File: src/rtl/rs_age_arbiter.sv
// Purpose: merges N reservation-station channels into one execution port, oldest (wrap-aware) first.
// Latency: one cycle from acceptance to out_valid_o through a 2-entry registered skid queue.
// Backpressure: in_ready_o depends only on queue occupancy, flush and reset, never on out_ready_o.
module rs_age_arbiter #(
  parameter int CHANNELS    = 3,
  parameter int RS_ID_WIDTH = 5,
  parameter int DATA_WIDTH  = 32,
  parameter int CTRL_WIDTH  = 16,
  localparam int CH_W       = (CHANNELS > 1) ? $clog2(CHANNELS) : 1
) (
  input  logic                            clk_i,
  input  logic                            rst_ni,
  input  logic [RS_ID_WIDTH-1:0]          head_id_i,
  input  logic                            flush_i,
  input  logic [CHANNELS-1:0]             in_valid_i,
  output logic [CHANNELS-1:0]             in_ready_o,
  input  logic [CHANNELS*RS_ID_WIDTH-1:0] in_rs_id_i,
  input  logic [CHANNELS*DATA_WIDTH-1:0]  in_data_i,
  input  logic [CHANNELS*CTRL_WIDTH-1:0]  in_ctrl_i,
  output logic                            out_valid_o,
  input  logic                            out_ready_i,
  output logic [RS_ID_WIDTH-1:0]          out_rs_id_o,
  output logic [DATA_WIDTH-1:0]           out_data_o,
  output logic [CTRL_WIDTH-1:0]           out_ctrl_o,
  output logic [CH_W-1:0]                 out_channel_o
);

  typedef enum logic [1:0] {
    ST_EMPTY = 2'd0,
    ST_ONE   = 2'd1,
    ST_FULL  = 2'd2
  } state_e;

  state_e                 state_q;

  // Head entry drives the outputs directly; the skid entry holds the second-oldest push.
  logic                   out_valid_q;
  logic [RS_ID_WIDTH-1:0] head_rs_id_q;
  logic [DATA_WIDTH-1:0]  head_data_q;
  logic [CTRL_WIDTH-1:0]  head_ctrl_q;
  logic [CH_W-1:0]        head_channel_q;
  logic [RS_ID_WIDTH-1:0] skid_rs_id_q;
  logic [DATA_WIDTH-1:0]  skid_data_q;
  logic [CTRL_WIDTH-1:0]  skid_ctrl_q;
  logic [CH_W-1:0]        skid_channel_q;

  // Winner of the current cycle's selection.
  logic [RS_ID_WIDTH-1:0] age [CHANNELS];
  logic                   sel_any;
  logic [CH_W-1:0]        sel_idx;
  logic [RS_ID_WIDTH-1:0] sel_age;
  logic [RS_ID_WIDTH-1:0] sel_rs_id;
  logic [DATA_WIDTH-1:0]  sel_data;
  logic [CTRL_WIDTH-1:0]  sel_ctrl;

  logic                   can_accept;
  logic                   push;
  logic                   pop;

  // Age is distance from the commit head modulo 2^RS_ID_WIDTH, so wrap needs no signed compare.
  for (genvar g = 0; g < CHANNELS; g++) begin : g_age
    assign age[g] = in_rs_id_i[g*RS_ID_WIDTH +: RS_ID_WIDTH] - head_id_i;
  end

  // Pick the smallest-age valid channel; strict compare keeps the lowest index on ties.
  // Only the winning slice is copied, so unselected (possibly X) payloads never reach the queue.
  always_comb begin
    sel_any   = 1'b0;
    sel_idx   = '0;
    sel_age   = '0;
    sel_rs_id = '0;
    sel_data  = '0;
    sel_ctrl  = '0;
    for (int c = 0; c < CHANNELS; c++) begin
      if (in_valid_i[c] && (!sel_any || (age[c] < sel_age))) begin
        sel_any   = 1'b1;
        sel_idx   = CH_W'(c);
        sel_age   = age[c];
        sel_rs_id = in_rs_id_i[c*RS_ID_WIDTH +: RS_ID_WIDTH];
        sel_data  = in_data_i[c*DATA_WIDTH +: DATA_WIDTH];
        sel_ctrl  = in_ctrl_i[c*CTRL_WIDTH +: CTRL_WIDTH];
      end
    end
  end

  // Space exists unless both entries are occupied; flush and reset also close the input side.
  assign can_accept = rst_ni && !flush_i && (state_q != ST_FULL);
  assign push       = sel_any && can_accept;
  assign pop        = out_valid_q && out_ready_i;

  // Grant only the winning channel so in_ready_o is one-hot or zero.
  always_comb begin
    in_ready_o = '0;
    if (sel_any && can_accept) begin
      in_ready_o[sel_idx] = 1'b1;
    end
  end

  // Queue FSM with registered head/skid payloads; flush empties it and drops any push or pop.
  always_ff @(posedge clk_i or negedge rst_ni) begin
    if (!rst_ni) begin
      state_q        <= ST_EMPTY;
      out_valid_q    <= 1'b0;
      head_rs_id_q   <= '0;
      head_data_q    <= '0;
      head_ctrl_q    <= '0;
      head_channel_q <= '0;
      skid_rs_id_q   <= '0;
      skid_data_q    <= '0;
      skid_ctrl_q    <= '0;
      skid_channel_q <= '0;
    end else if (flush_i) begin
      state_q     <= ST_EMPTY;
      out_valid_q <= 1'b0;
    end else begin
      case (state_q)
        ST_EMPTY: begin
          if (push) begin
            state_q        <= ST_ONE;
            out_valid_q    <= 1'b1;
            head_rs_id_q   <= sel_rs_id;
            head_data_q    <= sel_data;
            head_ctrl_q    <= sel_ctrl;
            head_channel_q <= sel_idx;
          end
        end
        ST_ONE: begin
          if (push && !pop) begin
            // Head stays put; newcomer waits behind it.
            state_q        <= ST_FULL;
            skid_rs_id_q   <= sel_rs_id;
            skid_data_q    <= sel_data;
            skid_ctrl_q    <= sel_ctrl;
            skid_channel_q <= sel_idx;
          end else if (pop && !push) begin
            state_q     <= ST_EMPTY;
            out_valid_q <= 1'b0;
          end else if (push && pop) begin
            // Head leaves this cycle, so the newcomer becomes head directly.
            head_rs_id_q   <= sel_rs_id;
            head_data_q    <= sel_data;
            head_ctrl_q    <= sel_ctrl;
            head_channel_q <= sel_idx;
          end
        end
        ST_FULL: begin
          if (pop) begin
            state_q        <= ST_ONE;
            head_rs_id_q   <= skid_rs_id_q;
            head_data_q    <= skid_data_q;
            head_ctrl_q    <= skid_ctrl_q;
            head_channel_q <= skid_channel_q;
          end
        end
        default: begin
          state_q     <= ST_EMPTY;
          out_valid_q <= 1'b0;
        end
      endcase
    end
  end

  assign out_valid_o   = out_valid_q;
  assign out_rs_id_o   = head_rs_id_q;
  assign out_data_o    = head_data_q;
  assign out_ctrl_o    = head_ctrl_q;
  assign out_channel_o = head_channel_q;

endmodule

File: config.mk
export PLATFORM = sky130hd
export DESIGN_NAME = rs_age_arbiter
export DESIGN_NICKNAME = d
export VERILOG_FILES = /design/src/rtl/rs_age_arbiter.sv
export SDC_FILE = /design/constraint.sdc
export NUM_CORES = 1
export LEC_CHECK = 0
export CAP_MARGIN = 20
export CORE_MARGIN = 4
export CORE_UTILIZATION = 40
export CTS_CLUSTER_SIZE = 20
export DETAILED_ROUTE_END_ITERATION = 16
export PLACE_DENSITY_LB_ADDON = 0.2
export SYNTH_ARGS = -nofsm -noshare
export SYNTH_HDL_FRONTEND = slang
export SYNTH_SLANG_ARGS = --single-unit
File: constraint.sdc
create_clock -name clk_i -period 9.4 [get_ports clk_i]
set_input_delay 2.35 -clock clk_i [delete_from_list [all_inputs] [get_ports clk_i]]
set_output_delay 2.35 -clock clk_i [all_outputs]
set_load 0.01 [all_outputs]
==> impl_metrics.ini <==
[outcome]
status = complete, no violations

[die]
core-area_mm2 = 0.01670
fp-row-count = 47
die_w_um = 139.1
die-area_mm2 = 0.01934
io_pins = 230
die_y_um = 139.1
initial_core_util = 0.4114

[clocking]
tritoncts = yes
cts_root_buffer = clkbuf_16
cts_hold_buf = 0
clk_latency_ns = 0.41
cts_buffer_depth = 2
htree_levels = 4
cts_buffers = 17
clkSlewWorstSetupHoldPaths_ns = 0.06
clock_sinks = 113

[timing]
final_hold_viol_count = 0
drv_slew = 0
clock_skew_ns = 0.006740
period_share = 0.9734
rsz0062_at_grt = no
max_freq_mhz = 109.3
tns_ns = 0
fin_crit_ns = 9.150
max-slew-margin-rel = 0.3951
setup_viol = 0
worst_slew_pin_slew_ns = 0.9073

[setup_path]
arrival_ns = 6.80
critPathCaptureType = output pin
r2r-start = out_valid_o
crit_type = primary input to output pin
start_kind = primary input
crit_path_max_fanout = 4
cp-startpoint = head_id_i[0]
cp.required_ns = 7.05

[yosys]
yosys_warnings = 0
synth.distinct_cells = 47
synth_edf_count = 0
synth_area_per_cell_um2 = 9.959
syn-num-nets = 884
ys.flop_type = dfrtp_1
syn_area_mm2 = 0.006872
yosysSeqAreaShare = 0.4115
ys_seq_elements = 113
synthCells = 690
synthArstFlopShare = 1.000

[final_layout]
fillers = 1385
fin_cells = 1130
nets = 1091
layout-drive-gt1-share = 0.1418
diodes = 0
area_growth_pct = 45.03

[run]
maxCapViolCount = 0

[grt]
grt_util_all_layers = 0.2393
grt_max_degree = 112
use_met2 = 0.3976
grt_pass1_wl_um = 37840
antenna_found_initial = 0
grt_pass1_vias = 7082
grt_overflow = 0
top_usage_layer = met2
grtUsageMet1 = 0.3127
use_met3 = 0.05000

[placement]
place.gp.congestion = 0.8983
dp_hpwl_um = 15590
io_buffers = 229
dp.cells = 1094

[detailed_routing]
dr.first_iter.drc_count = 430
ant_nets = 0
viasPerCell = 5.935
wire_per_inst_um = 20.53
remaining_drc_errors = 0
drt-total-wl_um = 23190
drtPass1Iterations = 5
vias = 6706

[pwr]
internal_power_mw = 1.586
p_sw_frac = 0.3554
ir_worst_vdd_mv = 0.1278
pwr-share-comb = 0.412
p_leak_nw = 4.055
finalPower_mw = 2.460
powerDensity_mw_per_mm2 = 246.9
clkPwrFrac = 0.250
p_seq_frac = 0.338
p_sw_mw = 0.8745

[hold_path]
hp-start = skid_channel_q[1]
hold_path_class = flip-flop to flip-flop
==> cells in the final DEF (no fill, tap or decap), types with 3 or more instances in the layout <==
master	instances
inv_1	66
clkbuf_16	17
nor2_4	3
o311ai_0	53
ha_1	19
xnor2_1	9
nand3_1	53
buf_4	20
nor2_1	12
nand2_1	72
o21ai_0	5
a221oi_2	51
fa_1	3
inv_6	5
o22ai_1	55
dfrtp_1	113
xor2_1	4
a21o_1	6
clkinvlp_4	5
clkdlybuf4s50_1	225
a21oi_1	13
a221oi_1	3
a22oi_1	53
==> flip-flops by register name (all words and copies together), names as in the netlist <==
register        count
skid_channel_q      2
skid_ctrl_q        16
out_channel_o       2
out_data_o         32
out_valid_o         1
skid_rs_id_q        5
skid_data_q        32
out_ctrl_o         16
state_q             2
out_rs_id_o         5
==> final cells by class <==
class / instances / area [um2] / share of cell area
Tap cell: 220 / 275.3 / 0.02762
Timing Repair Buffer: 251 / 2497 / 0.2506
Inverter: 67 / 251.5 / 0.02524
Clock inverter: 14 / 130.1 / 0.01306
Clock buffer: 18 / 439.2 / 0.04407
Multi-Input combinational cell: 447 / 3545 / 0.3557
Sequential cell: 113 / 2828 / 0.2837
==> cell families after synthesis <==
family,count (synthesis),share of synthesized area
AOI/OAI and AO/OA,256,0.3330
and+or+nand+nor,154,0.1036
buffers and inverters,131,0.09013
DFF,113,0.4115
adders and majority gates,23,0.04516
xor gates and xnor gates,13,0.01657
==> critical path: stages <==
cell and delay (ns):
clkdlybuf4s50_1 0.51, ha_1 0.17, inv_1 0.06, fa_1 0.39, a21o_1 0.17, a21oi_1 0.17, xnor2_1 0.14, nand2_1 0.14
ha_4 0.32, nand2_1 0.12, o2111ai_4 0.29, o2bb2ai_2 0.14, nor2_1 0.13, a21oi_1 0.07, ha_1 0.32, o21ai_0 0.08
o21ai_1 0.26, o32ai_4 0.12, or4_4 0.54, nor2b_2 0.13, clkbuf_2 0.14
==> power by group through the flow <==
stage               sequential, mW  clock (mW)  combinational, mW
detailed placement           0.834           0              0.989
CTS                          0.831       0.628               1.00
finish                       0.832       0.615               1.01
global placement             0.822           0              0.956
floorplan                    0.859           0              0.487
global route                 0.855       0.652               1.10
==> per-layer routing <==
layer | part of all wire | vias up
li1 | - | 3092
met1 | 0.43 | 3291
met2 | 0.50 | 297
met3 | 0.063 | 26
met4 | 0.013 | 0
met5 | 0 | -
==> cells in the mapped netlist, types with 2 or more instances <==
master / instances / area share
o21ai_0: 6 / 0.0044
clkbuf_1: 25 / 0.014
ha_1: 20 / 0.036
nor2_1: 13 / 0.0071
nor2_4: 2 / 0.0033
inv_1: 66 / 0.036
o311ai_0: 53 / 0.068
a22oi_1: 53 / 0.058
o22ai_1: 55 / 0.050
fa_1: 3 / 0.0087
buf_4: 4 / 0.0044
buf_6: 11 / 0.018
dfrtp_1: 113 / 0.41
a21oi_1: 15 / 0.011
nand3b_1: 2 / 0.0022
buf_2: 24 / 0.017
xnor2_1: 9 / 0.011
xor2_1: 4 / 0.0051
a21o_1: 6 / 0.0066
a221oi_1: 3 / 0.0038
nand3_1: 54 / 0.039
nor2b_1: 2 / 0.0018
a221oi_2: 51 / 0.11
o21a_1: 2 / 0.0022
nand2_1: 72 / 0.039
==> repair_timing <==
item                       4_1_cts  5_1_grt
hold endpoints to repair         0        0
buffers inserted                 1        0
pin swaps                        3        3
gates resized for setup          9        6
setup endpoints to repair        3        3
cloned                           1        0
==> stage by stage <==
stage	setup slack, ns	hold slack [ns]	utilization	instance area, um2
after floorplan	0.5034	0.4406	-	6872
after global placement	-0.08232	0.4614	0.5560	9285
after detailed placement	-0.2833	0.4717	0.5560	9285
after CTS	0.1772	0.4857	0.5934	9911
after global routing	0.01579	0.5236	0.5967	9966
final	0.2496	0.4850	0.5967	9966
==> final timing paths <==
| path | end | slack (ns) | depth (start not counted) |
|---|---|---|---|
| max reg2reg | out_data_o[21] | 5.83 | 8 |
| min in group asynchronous | out_data_o[23] | 1.95 | 1 |
| max | in_ready_o[1] | 0.25 | 21 |
| min reg2reg | skid_channel_q[1] | 0.48 | 2 |
| min | skid_channel_q[1] | 0.48 | 2 |
| max in group asynchronous | skid_data_q[8] | 6.09 | 2 |
Power figures use the tool's default switching activity.
